`src/rtl/bcd_converter_if.sv`:
```
//------------------------------------------------------------------------------
// bcd_converter_if : start/done handshake and result bus of the binary-to-BCD
//                    converter.
// Revision: 1.0
//------------------------------------------------------------------------------
`default_nettype none

interface bcd_converter_if #(
  parameter int WIDTH  = 16,
  parameter int DIGITS = 5
);
  logic                  clr;
  logic                  start;
  logic [WIDTH-1:0]      binary;
  logic                  busy;
  logic                  done;
  logic                  valid;
  logic                  neg;
  logic [4*DIGITS-1:0]   bcd;

  modport master (
    output clr, start, binary,
    input  busy, done, valid, neg, bcd
  );

  modport slave (
    input  clr, start, binary,
    output busy, done, valid, neg, bcd
  );
endinterface

`default_nettype wire

```
`src/rtl/bcd_converter.sv`:
```
//------------------------------------------------------------------------------
// bcd_converter : signed binary to sign + packed BCD, one double-dabble
//                 iteration per clock, start/done handshake.
// Revision: 1.0
//------------------------------------------------------------------------------
`default_nettype none

module bcd_converter #(
  parameter int WIDTH  = 16,
  parameter int DIGITS = 5
) (
  input  wire logic      clk,
  input  wire logic      rst,
  bcd_converter_if.slave bus
);

  localparam int         c_BCD_W     = 4 * DIGITS;
  localparam logic [4:0] c_LAST_ITER = 5'(WIDTH - 1);

  typedef enum logic [1:0] {
    S_IDLE  = 2'd0,
    S_SHIFT = 2'd1,
    S_DONE  = 2'd2
  } state_t;

  state_t               r_state;
  state_t               w_state_next;
  logic [4:0]           r_count;
  logic [WIDTH-1:0]     r_mag;
  logic [c_BCD_W-1:0]   r_work;
  logic                 r_sign;
  logic [c_BCD_W-1:0]   r_bcd;
  logic                 r_neg;
  logic                 r_valid;
  logic                 r_done;
  logic [c_BCD_W-1:0]   w_work_adj;
  logic [WIDTH-1:0]     w_mag;
  logic                 w_accept;

  // A start seen while done is still high is dropped; clr always wins.
  assign w_accept = bus.start && (r_state == S_IDLE) && !r_done && !bus.clr;
  assign w_mag    = bus.binary[WIDTH-1] ? (~bus.binary + WIDTH'(1)) : bus.binary;

  for (genvar g = 0; g < DIGITS; g++) begin : g_digit
    assign w_work_adj[4*g +: 4] = (r_work[4*g +: 4] >= 4'd5) ?
                                  (r_work[4*g +: 4] + 4'd3) : r_work[4*g +: 4];
  end

  always_ff @(posedge clk or negedge rst) begin
    if (!rst) begin
      r_state <= S_IDLE;
    end else begin
      r_state <= w_state_next;
    end
  end

  always_comb begin
    w_state_next = r_state;
    case (r_state)
      S_IDLE:  if (w_accept) w_state_next = S_SHIFT;
      S_SHIFT: if (r_count == c_LAST_ITER) w_state_next = S_DONE;
      S_DONE:  w_state_next = S_IDLE;
      default: w_state_next = S_IDLE;
    endcase
    if (bus.clr) begin
      w_state_next = S_IDLE;
    end
  end

  always_ff @(posedge clk or negedge rst) begin
    if (!rst) begin
      r_count <= '0;
      r_mag   <= '0;
      r_work  <= '0;
      r_sign  <= 1'b0;
      r_bcd   <= '0;
      r_neg   <= 1'b0;
      r_valid <= 1'b0;
      r_done  <= 1'b0;
    end else if (bus.clr) begin
      r_count <= '0;
      r_mag   <= '0;
      r_work  <= '0;
      r_sign  <= 1'b0;
      r_bcd   <= '0;
      r_neg   <= 1'b0;
      r_valid <= 1'b0;
      r_done  <= 1'b0;
    end else begin
      r_done <= 1'b0;
      case (r_state)
        S_IDLE: begin
          if (w_accept) begin
            r_sign  <= bus.binary[WIDTH-1];
            r_mag   <= w_mag;
            r_work  <= '0;
            r_count <= '0;
          end
        end
        S_SHIFT: begin
          {r_work, r_mag} <= {w_work_adj, r_mag} << 1;
          r_count         <= r_count + 5'd1;
        end
        S_DONE: begin
          r_bcd   <= r_work;
          r_neg   <= r_sign && (|r_work);
          r_valid <= 1'b1;
          r_done  <= 1'b1;
        end
        default: ;
      endcase
    end
  end

  assign bus.busy  = (r_state != S_IDLE);
  assign bus.done  = r_done;
  assign bus.valid = r_valid;
  assign bus.neg   = r_neg;
  assign bus.bcd   = r_bcd;

endmodule

`default_nettype wire

```
`src/flat_wrapper.sv`:
```
// flat-port wrapper written by rule: the top's interface ports become plain ports
module bcd_converter_flat 
#(
  parameter int WIDTH  = 16,
  parameter int DIGITS = 5
)
  (clk, rst, bus_clr, bus_start, bus_binary, bus_busy, bus_done, bus_valid, bus_neg, bus_bcd);
  bcd_converter_if #(.WIDTH(WIDTH), .DIGITS(DIGITS)) bus_i ();
  input  wire logic clk;
  input  wire logic rst;
  input wire logic [$bits(bus_i.clr)-1:0] bus_clr;
  input wire logic [$bits(bus_i.start)-1:0] bus_start;
  input wire logic [$bits(bus_i.binary)-1:0] bus_binary;
  output wire logic [$bits(bus_i.busy)-1:0] bus_busy;
  output wire logic [$bits(bus_i.done)-1:0] bus_done;
  output wire logic [$bits(bus_i.valid)-1:0] bus_valid;
  output wire logic [$bits(bus_i.neg)-1:0] bus_neg;
  output wire logic [$bits(bus_i.bcd)-1:0] bus_bcd;
  assign bus_i.clr = bus_clr;
  assign bus_i.start = bus_start;
  assign bus_i.binary = bus_binary;
  assign bus_busy = bus_i.busy;
  assign bus_done = bus_i.done;
  assign bus_valid = bus_i.valid;
  assign bus_neg = bus_i.neg;
  assign bus_bcd = bus_i.bcd;
  bcd_converter #(.WIDTH(WIDTH), .DIGITS(DIGITS)) u_core (.clk(clk), .rst(rst), .bus(bus_i));
endmodule
```
`config.mk`:
```
export PLATFORM = sky130hd
export DESIGN_NAME = bcd_converter_flat
export DESIGN_NICKNAME = d
export VERILOG_FILES = /design/src/rtl/bcd_converter_if.sv /design/src/rtl/bcd_converter.sv /design/src/flat_wrapper.sv
export SDC_FILE = /design/constraint.sdc
export NUM_CORES = 1
export LEC_CHECK = 0
export CAP_MARGIN = 10
export CORE_MARGIN = 4
export CORE_UTILIZATION = 35
export DETAILED_ROUTE_END_ITERATION = 10
export PLACE_DENSITY = 0.62
export SYNTH_ARGS = -nofsm -noshare
export SYNTH_HDL_FRONTEND = slang
export SYNTH_SLANG_ARGS = --single-unit
```
`constraint.sdc`:
```
create_clock -name clk -period 1.4 [get_ports clk]
set_input_delay 0.28 -clock clk [delete_from_list [all_inputs] [get_ports clk]]
set_output_delay 0.28 -clock clk [all_outputs]
set_load 0.05 [all_outputs]
```
Word level (Yosys, flattened, before mapping)
Cells that the tools add are included.
{ "classes": {"n_addsub": 7, "magnitude_cmp": 5, "n_eq_ne": 5, "mux": 30, "bitwise_logic": 1, "reduce_logical": 16} }
{ "ops": {"columns": ["operator", "n"], "rows": [
  ["$mux 20", 4],
  ["$mux 16", 3],
  ["$pmux 20 s2", 1],
  ["$pmux 16 s2", 1],
  ["$ge 4x3->1 const B", 5],
  ["$reduce_or 20->1", 1],
  ["$add 16x1->16 const B", 1],
  ["$add 4x2->4 const B", 4],
  ["$mux 4", 4],
  ["$not 16->16", 1],
  ["$mux 5", 2],
  ["$pmux 5 s2", 1],
  ["$mux 1", 9],
  ["$reduce_bool 2->1", 4],
  ["$mux 2", 3],
  ["$ne 3x2->1 const B", 2],
  ["$reduce_and 2->1", 3],
  ["$add 5x1->5 const B", 1],
  ["$eq 5x4->1 const B", 1],
  ["$logic_and 1x1->1", 4],
  ["$pmux 2 s2", 1],
  ["$add 3x2->3 const B", 1],
  ["$mux 3", 1],
  ["$reduce_bool 3->1", 1],
  ["other kinds (4)", 5]
]} }
{ "totals": {"register_bits": 67, "elab_cells": 73} }

Longest topological paths before layout
Gate-level depths: netlist (run 1).
{ "logic_depth": {"depth_word": 7, "mapped_depth": 7} }

Worst setup path after synthesis (run 1)
OpenSTA, ideal clock, no wires.
{ "synth_path": {"path_type": "register to register", "start": "register u_core.r_done, in the netlist u_core.bus.done", "end": "register u_core.r_mag[12]", "arrival_ns": 1.730, "t_required_ns": 1.317, "slack_ns": -0.413, "stages_incl_launch_ff": 7, "n_path_buf": 1, "path_cell_list": "dfrtp_1 nand2b_1 a21oi_2 nor2_1 clkbuf_1 a22oi_1 o21ai_0"} }
{ "synth_between": {"elab_chain_cells": 5} }
{ "synth_lines": {"columns": ["element", "line", "source"], "rows": [
  ["start: declaration", "bcd_converter.sv:35", "logic r_done;"],
  ["start signal: assignment", "bcd_converter.sv:79", "r_done <= 1'b0;"],
  ["start signal: assignment", "bcd_converter.sv:88", "r_done <= 1'b0;"],
  ["start signal: assignment", "bcd_converter.sv:90", "r_done <= 1'b0;"],
  ["$logic_not 1->1", "bcd_converter.sv:41", "assign w_accept = bus.start && (r_state == S_IDLE) && !r_done && !bus.clr;"],
  ["$logic_and 1x1->1 (2 in a row)", "bcd_converter.sv:41", null],
  ["$ne 3x2->1 (no line)", null, null],
  ["$reduce_and 2->1 (no line)", null, null],
  ["end signal: assignment", "bcd_converter.sv:95", "r_mag <= w_mag;"],
  ["end signal: assignment", "bcd_converter.sv:101", "{r_work, r_mag} <= {w_work_adj, r_mag} << 1;"],
  ["end: declaration", "bcd_converter.sv:29", "logic [WIDTH-1:0] r_mag;"]
]} }
No other way between the ends.
A chain may end at the register's enable or synchronous reset.

Worst setup path in the final report (run 1)
{ "layout_path": {"start": "input port bus_binary[7]", "end": "register u_core.r_mag[14]"} }
{ "layout_between": {"elab_chain_cells": 6} }
{ "layout_lines": {"columns": ["element", "line", "source"], "rows": [
  ["start: declaration", "flat_wrapper.sv:13", "input wire logic [$bits(bus_i.binary)-1:0] bus_binary;"],
  ["$not 16->16", "bcd_converter.sv:42", "assign w_mag = bus.binary[WIDTH-1] ? (~bus.binary + WIDTH'(1)) : bus.binary;"],
  ["$add 16x1->16", "bcd_converter.sv:42", null],
  ["$mux 16", "bcd_converter.sv:42", null],
  ["$mux 16", "bcd_converter.sv:93", "if (w_accept) begin"],
  ["$pmux 16 s2", "bcd_converter.sv:91", "case (r_state)"],
  ["$mux 16", "bcd_converter.sv:80", "end else if (bus.clr) begin"]
]} }
No other way between the ends. The select of a mux whose other input is x is not followed.

==> impl_metrics.yaml, run 1 <==
final_layout:
  antenna-diode-count: 0
  layout_common_cells: "buf_4, dfrtp_1, buf_12"
  layout_commonest_cell: "buf_4"
  drive_gt1_share_pct: 53.0
  fin_util_pct: 64.1
  nets: 520
  syn_to_final_growth_pct: 75.9
  instances_no_fill: 616
  stdcell_area_sq_um: 6000
worst_setup_path:
  reg2reg_slack_ps: -50
  r2r_end: "u_core.bus.neg"
  crit_arrival_ps: 1770
  worstSetupPathType: "in -> reg"
  cp-start-kind: "input pin"
  r2r-start: "u_core.r_work[4]"
  r2r_cells: 6
  endpoint_kind: "flip-flop"
  critPathRequiredTime_ps: 1630
  crit_fanout: 3
floorplan:
  fp.dieW_microns: 107
  placementRows: 35
  die_area_sq_um: 11400
  coreArea_sq_um: 9370
  die_h_microns: 107
  initial_core_util_pct: 36.4
  pin_count: 44
clocking:
  clock_path_buffers: 2
  cts_num_sinks: 67
  cts_buffers: 9
  clk_pin_slew_worst_paths_ps: 70
  clk-insertion-delay-late_ps: 350
  cts-htree-levels: 3
  cts_tree: "built"
  clockRootBuffer: "clkbuf_8"
synth:
  ys_types: 44
  synth-seq-cells: 67
  yosysWarnings: 0
  synth_edf_count: 0
  synth_top_cells_by_area: "dfrtp_1, a22o_1, ha_1"
  netlist_instances: 337
  async_reset_ff_share_pct: 100
  synth_area_sq_um: 3410
  synth.top_cell.area_share_pct: 49.1
  syn_nets: 374
  ys.flop_type: "dfrtp_1"
  yosysSeqAreaShare_pct: 49.1
  syn_area_per_cell_sq_um: 10.1
  synth_top_area_cell: "dfrtp_1"
placed_design:
  dpl_cell_area_sq_um: 4970
  place.gp.congestion: 0.833
  detailed_place_hpwl_microns: 5910
  portBuffers: 43
  dp_cells: 572
  pre_cts_ws_ps: -1060
route:
  drt_iter0_drc: 100
  drtAntennaViolNets: 0
  post_drt_wl_per_cell_microns: 15.8
  via_per_inst: 5.22
  drt-total-wl_microns: 9740
  drt_pass1_iterations: 4
  num_vias: 3213
  drc: 0
power_and_ir_drop:
  power_leakage_nw: 2.66
  p_per_area_nw_per_um2: 727
  p_total_mw: 4.37
  peakVddDrop_uv: 415
sta:
  worst_slew_pin_slew_ps: 410
  hold_viol_final: 0
  fin_skew_ps: 6.97
  rsz0062_at_grt: "true"
  slew_headroom_pct: 72.7
  fin_crit_sh_pct: 110
  setup_viol: 19
  maxSlewViolCount: 0
  fmax_mhz: 649
  finalCriticalPeriod_ps: 1540
  fin_tns_setup_ps: -914
  worst_slack_ps: -142
  whs_ps: 371
hold_path:
  whs_path_depth: 5
  hp-start: "bus_binary[0]"
  min_path_type: "in -> reg"
  min_to: "u_core.r_mag[0]"
outcome:
  violations: "negative setup slack"
  status: "complete, but fails checks"
global_routing:
  grt-ovfl-total: 0
  grt.total_usage_pct: 16.8
  grt_max_degree: 68
  grt_pass1_wl_microns: 15400
  grt_pass1_vias: 3319
  antenna_found_initial: 0
job:
  maxCapViolations: 0
## sequential cells by signal, indices dropped and copies added (netlist names)
name              count
u_core.bus.bcd       20
u_core.bus.done       1
u_core.bus.neg        1
u_core.bus.valid      1
u_core.r_count        5
u_core.r_mag         16
u_core.r_sign         1
u_core.r_state        2
u_core.r_work        20
## Yosys cell counts, types with 2 or more instances
master and count:
nor3_1 9, dfrtp_1 67, or2_1 3, o21ai_1 22
a22o_1 30, o31ai_1 7, xor2_1 13, nand2b_1 7
ha_1 17, nand2_1 34, a22oi_1 5, nor2b_1 3
o211ai_1 3, inv_1 14, o21ai_0 11, o41ai_1 4
a21oi_1 10, o311ai_1 2, clkbuf_1 15, nor4b_1 3
xnor2_1 8, nor2_1 23, nand3_1 6
## metal layers
metal	global-route usage [%]	part of all wire, %
met4	8.31	2.8
met3	2.41	4.0
met2	30.0	52
met1	19.6	41
met5	0	0
## report_power, final
| group | internal [mW] | total [mW] | leakage [nW] | switching (mW) |
|---|---|---|---|---|
| logic | 0.375 | 0.735 | 1.63 | 0.360 |
| clock network | 0.874 | 1.60 | 0.105 | 0.728 |
| registers | 1.99 | 2.03 | 0.918 | 0.0402 |
| total | 3.24 | 4.37 | 2.66 | 1.13 |
## critical path, cell delays in order
cell     delay, ps
buf_6           90
or4_4          540
or3_4          390
o31ai_4        240
xor2_1         170
o21ai_1         70
## worst max path at each step
stage                  start                to  slack (ps)  cells after the start
5_1_grt        bus_binary[1]  u_core.r_mag[10]        -200                      8
6_report       bus_binary[7]  u_core.r_mag[14]        -140                      6
3_5_place_dp   bus_binary[1]  u_core.r_mag[10]       -1060                      8
4_1_cts        bus_binary[7]  u_core.r_mag[14]        -150                      6
2_1_floorplan  bus_binary[1]  u_core.r_mag[10]        -320                      7
3_3_place_gp   bus_binary[1]  u_core.r_mag[10]       -1020                      8
## cell type report
class,count,area (sq um)
Clock buffer,14,193
Timing Repair Buffer,151,1700
Fill cell,723,3370
Sequential cell,67,1680
Multi-Input combinational cell,239,2190
Inverter,15,76.3
Clock inverter,1,5.00
Tap cell,129,161
## logic make-up (layout without fill, tap and decap cells)
logic type	count (synthesis)	after routing	synth area share, %
AOI/OAI and AO/OA	104	104	21.8
adders and majority gates	17	17	6.23
DFF	67	67	49.1
xor gates and xnor gates	21	21	5.39
muxes	1	1	0.293
and+or+nand+nor	96	96	13.6
buffers and inverters	31	181	3.52
## timing repair
item,4_1_cts,5_1_grt
buffers inserted,20,9
pin swaps,36,37
hold buffers,1,0
resized for setup,98,83
endpoints found under the hold margin,67,0
endpoints found under the setup margin,62,64
cloned,2,0
Power figures use the tool's default switching activity.
==> run 2, diff against run 1 <==
- ABC_AREA: not set -> 1
- CORE_UTILIZATION: 35 -> 50
- CTS_CLUSTER_SIZE: not set -> 28
- PLACE_DENSITY: 0.62 -> 0.81
==> impl_metrics.yaml, run 2 <==
sta:
  fin_tns_setup_ps: -328
  hold_viol_final: 0
  whs_ps: 376
  finalCriticalPeriod_ps: 1510
  slew_headroom_pct: 72.1
  fin_skew_ps: 12.0
  maxSlewViolCount: 0
  worst_slack_ps: -112
  fmax_mhz: 661
  setup_viol: 10
  worst_slew_pin_slew_ps: 417
  fin_crit_sh_pct: 108
  rsz0062_at_grt: "true"
synth:
  yosysWarnings: 0
  netlist_instances: 467
  yosysMostFrequentCell: "nand2_1"
  synth_common_cells: "nand2_1, dfrtp_1, inv_1, o21ai_0, nor2_1"
  ys.flop_type: "dfrtp_1"
  ys_types: 30
  synth-seq-cells: 67
  synth_top_area_cell: "dfrtp_1"
  synth_edf_count: 0
  synth.top_cell.area_share_pct: 45.9
  yosysSeqAreaShare_pct: 45.9
  syn_area_per_cell_sq_um: 7.83
  synth_area_sq_um: 3660
  syn_nets: 504
  async_reset_ff_share_pct: 100
  synth_top_cells_by_area: "dfrtp_1, nand2_1, o21ai_0"
placed_design:
  pre_cts_ws_ps: -413
  place.gp.congestion: 0.891
  portBuffers: 43
  dpl_cell_area_sq_um: 4910
  detailed_place_hpwl_microns: 6900
worst_setup_path:
  critPathRequiredTime_ps: 1670
  r2r_cells: 7
  crit_arrival_ps: 1780
  cp-start-kind: "flip-flop"
  endpoint_kind: "flip-flop"
  crit_fanout: 4
  worstSetupPathType: "reg -> reg"
final_layout:
  fillers: 383
  multiInputGateArea_sq_um: 1940
  layout_commonest_cell: "nand2_1"
  syn_to_final_growth_pct: 52.3
  fin_util_pct: 80.2
  stdcell_area_sq_um: 5570
  nets: 623
  drive_gt1_share_pct: 32.5
  antenna-diode-count: 0
  layout_common_cells: "nand2_1, dfrtp_1, buf_4"
  final-seq-area_sq_um: 1680
power_and_ir_drop:
  p_per_area_nw_per_um2: 815
  peakVddDrop_uv: 428
  p_int_mw: 3.25
  p_seq_share_pct: 45.4
  switching_power_mw: 1.28
  power_leakage_nw: 2.67
  share_comb_of_total_power_pct: 18.6
  p_sw_share_pct: 28.3
  clockPowerShare_pct: 36.0
floorplan:
  die_area_sq_um: 8740
  die_h_microns: 93.5
  placementRows: 30
  pin_count: 44
  initial_core_util_pct: 52.6
  fp.dieW_microns: 93.5
  coreArea_sq_um: 6940
outcome:
  status: "complete, but fails checks"
  violations: "negative setup slack"
clocking:
  clock_path_buffers: 2
  cts-htree-levels: 3
  clk-insertion-delay-late_ps: 350
  cts_buffers: 9
  cts_num_sinks: 67
  cts_tree: "built"
  clk_pin_slew_worst_paths_ps: 80
  clockRootBuffer: "clkbuf_8"
route:
  drc: 0
  drt_pass1_iterations: 5
  via_per_inst: 5.67
  num_vias: 3897
  drtAntennaViolNets: 0
  drt-total-wl_microns: 11800
  drt_iter0_drc: 349
  post_drt_wl_per_cell_microns: 17.1
global_routing:
  grt.total_usage_pct: 24.3
  gr-usage-met3_pct: 4.02
  grt-ovfl-total: 0
  busiest_layer: "met2"
  met1_usage_pct: 28.0
  antenna_found_initial: 0
  grt_pass1_vias: 3690
  grt_pass1_wl_microns: 16800
  grtUsageMet2_pct: 44.6
  grt_max_degree: 30
job:
  maxCapViolations: 0
hold_path:
  min_path_type: "in -> async"
==> run 2: layout make-up <==
class | instances | share of cell area (%)
clock inverter | 2 | 0.629
tap | 96 | 2.16
timing repair buffer | 123 | 25.3
clock buffer | 14 | 2.74
multi-input combinational | 327 | 34.9
inverter | 58 | 4.13
sequential | 67 | 30.1
==> run 2: worst max-delay path, stage by stage (launching register included) <==
cell and delay, ps:
dfrtp_1 400, buf_4 160, ha_4 170, o21ai_4 180, nand2_4 110, a21oi_2 210, o21ai_1 110, o21ai_1 100
==> run 2: timing repair <==
action / 4_1_cts / 5_1_grt
gates cloned: 0 / 3
setup buffers: 8 / 7
gates resized for setup: 22 / 91
setup endpoints to repair: 18 / 53
pin swaps: 6 / 14
endpoints found under the hold margin: 13 / 0
hold buffers: 1 / 0
==> run 2: power groups by stage <==
| stage | Clock, mW | Combinational (mW) | Sequential, mW |
|---|---|---|---|
| final | 1.63 | 0.842 | 2.06 |
| after global routing | 1.73 | 0.913 | 2.06 |
| after CTS | 1.59 | 0.739 | 2.05 |
| after detailed placement | 0 | 0.709 | 2.08 |
| after global placement | 0 | 0.692 | 2.08 |
| after floorplan | 0 | 0.354 | 2.09 |
==> run 2: kinds of logic (layout without fill, tap and decap cells) <==
family / count (synthesis) / after routing / synth area share (%)
AO/OA/AOI/OAI: 96 / 96 / 14.4
AND/OR/NAND/NOR: 208 / 208 / 24.1
XOR/XNOR: 6 / 6 / 1.44
flip-flops: 67 / 67 / 45.9
adder cells (fa/ha/maj): 17 / 17 / 5.82
buffers and inverters: 73 / 197 / 8.32
==> run 2: metal layers <==
| layer | wire length, microns | share of wire, % | vias up |
|---|---|---|---|
| met2 | 5900 | 50 | 221 |
| met1 | 4380 | 37 | 1851 |
| li1 | - | - | 1757 |
| met4 | 643 | 5.5 | 0 |
| met3 | 842 | 7.2 | 68 |
| met5 | 0 | 0 | - |
==> run 2: path summary, 6_finish.rpt <==
kind | start | end | slack, ps
max | u_core.r_work[0] | u_core.r_work[2] | -110
min reg2reg | u_core.r_mag[7] | u_core.r_mag[7] | 490
max reg2reg | u_core.r_work[0] | u_core.r_work[2] | -110
min in group clk | bus_clr | u_core.r_count[3] | 440
max in group asynchronous | rst | u_core.r_work[9] | 530
min | rst | u_core.bus.bcd[1] | 380
==> run 2: through the flow <==
stage	power, mW	instances
final	4.54	687
after global routing	4.71	687
after CTS	4.37	678
after detailed placement	2.79	654
after global placement	2.77	654
after floorplan	2.44	467
==> run 3, diff against run 2 <==
- CORE_MARGIN: 4 -> not set
==> impl_metrics.yaml, run 3 (synthesis gave the netlist of run 2 again) <==
power_and_ir_drop:
  p_per_area_nw_per_um2: 827
  switching_power_mw: 1.29
  p_sw_share_pct: 27.8
  p_int_mw: 3.34
  peakVddDrop_uv: 498
  power_leakage_nw: 2.66
  clockPowerShare_pct: 36.5
  share_comb_of_total_power_pct: 18.9
  p_seq_share_pct: 44.6
worst_setup_path:
  r2r_cells: 9
  cp-start-kind: "flip-flop"
  endpoint_kind: "flip-flop"
  crit_arrival_ps: 1770
  worstSetupPathType: "reg -> reg"
  crit_fanout: 6
  critPathRequiredTime_ps: 1650
  r2r_end: "u_core.r_work[0]"
  reg2reg_slack_ps: -120
  r2r-start: "u_core.r_state[1]"
route:
  drt_iter0_drc: 305
  drc: 0
  drt_pass1_iterations: 7
  post_drt_wl_per_cell_microns: 17.7
  num_vias: 3938
  via_per_inst: 5.77
  drtAntennaViolNets: 0
  drt-total-wl_microns: 12100
global_routing:
  grt_pass1_wl_microns: 16300
  grt_max_degree: 68
  grt_pass1_vias: 3607
  antenna_found_initial: 0
  grt.total_usage_pct: 27.9
  grt-ovfl-total: 0
placed_design:
  detailed_place_hpwl_microns: 6890
  place.gp.congestion: 0.904
  portBuffers: 43
  dpl_cell_area_sq_um: 4860
job:
  maxCapViolations: 0
final_layout:
  nets: 620
  antenna-diode-count: 0
  stdcell_area_sq_um: 5600
  drive_gt1_share_pct: 34.4
  fillers: 380
  syn_to_final_growth_pct: 53.2
  multiInputGateArea_sq_um: 2000
  layout_common_cells: "nand2_1, buf_4, dfrtp_1"
  final-seq-area_sq_um: 1680
  layout_commonest_cell: "nand2_1"
floorplan:
  placementRows: 30
  die_h_microns: 87.5
  fp.dieW_microns: 87.5
  coreArea_sq_um: 6940
  pin_count: 44
  die_area_sq_um: 7660
  initial_core_util_pct: 52.6
sta:
  worst_slack_ps: -120
  worst_slew_pin_slew_ps: 381
  hold_viol_final: 0
  whs_ps: 423
  maxSlewViolCount: 0
  setup_viol: 42
  slew_headroom_pct: 74.6
  rsz0062_at_grt: "true"
  fmax_mhz: 658
  fin_skew_ps: 14.3
  finalCriticalPeriod_ps: 1520
  fin_crit_sh_pct: 109
hold_path:
  min_path_type: "in -> reg"
  min_to: "u_core.r_mag[5]"
  hp-start: "bus_binary[5]"
  whs_path_depth: 5
clocking:
  clk_pin_slew_worst_paths_ps: 80
  cts-htree-levels: 3
  cts_tree: "built"
  cts_buffers: 9
  clock_path_buffers: 2
  clockRootBuffer: "clkbuf_8"
  clk-insertion-delay-late_ps: 360
  cts_num_sinks: 67
outcome:
  violations: "negative setup slack"
  status: "complete, but fails checks"
run 3: cell count changes in the layout (fill, tap and decap cells not counted), moves of 3 or more:
cell      delta
o22ai_2      +6
o21ai_1     -15
o21ai_0     +14
clkbuf_1     -3
o22ai_1      -7
buf_6        -4
run 3: final cells by class:
type | instances | share of cell area [%]
Tap cell | 96 | 2.14
Multi-Input combinational cell | 327 | 35.7
Sequential cell | 67 | 30.0
Clock inverter | 2 | 0.625
Inverter | 58 | 4.24
Timing Repair Buffer | 120 | 24.3
Clock buffer | 13 | 3.02
run 3: power groups by stage:
stage	clock network (mW)	logic, mW	registers, mW
after global placement	0	0.671	2.08
after detailed placement	0	0.695	2.09
after global routing	1.80	0.940	2.07
after floorplan	0	0.354	2.09
final	1.69	0.876	2.07
after CTS	1.68	0.715	2.05
run 3: metrics by stage:
stage / utilization (%) / setup slack (ps) / std cells / TNS (ps) / total power [mW]
2_1_floorplan: - / -7.77 / 467 / -14.8 / 2.44
3_3_place_gp: 70.0 / -344 / 651 / -13950 / 2.75
3_5_place_dp: 70.0 / -451 / 651 / -16570 / 2.78
4_1_cts: 74.4 / -84.4 / 670 / -94.9 / 4.45
5_1_grt: 80.7 / -159 / 683 / -4680 / 4.81
6_report: 80.7 / -120 / 683 / -2660 / 4.63
run 3: repair_timing:
action / 4_1_cts / 5_1_grt
cloned: 0 / 3
resized for setup: 28 / 86
hold buffers: 1 / 0
endpoints found under the setup margin: 25 / 38
hold endpoints to repair: 67 / 0
buffers inserted: 3 / 10
pin swaps: 2 / 17
run 3: how the worst max path moves through the flow:
| stage | cells past startpoint | start | to |
|---|---|---|---|
| final | 9 | u_core.r_state[1] | u_core.r_work[0] |
| after global routing | 8 | u_core.r_state[1] | u_core.r_work[9] |
| after CTS | 4 | u_core.r_state[1] | bus_busy |
| after detailed placement | 10 | bus_binary[5] | u_core.r_mag[9] |
| after global placement | 10 | bus_binary[2] | u_core.r_mag[9] |
| after floorplan | 8 | u_core.r_state[1] | u_core.r_work[9] |
run 3: worst max-delay path: stages, from the launching register on:
cell     delay (ps)
dfrtp_2         460
inv_4            90
nand2_8          60
nor2_4          130
o21ai_4         100
o21ai_4         110
buf_4           160
buf_4           140
nand2_1          60
o21ai_0         100
run 3: layer usage:
layer  share of wire [%]  vias to the layer above  global-route usage (%)  wire (microns)
met4                 4.8                        0                    13.6             580
met5                   0                        -                       0               0
li1                    -                     1749                       -               -
met3                 6.2                       59                    5.78             752
met2                  51                      234                    48.7            6200
met1                  38                     1896                    32.7            4550
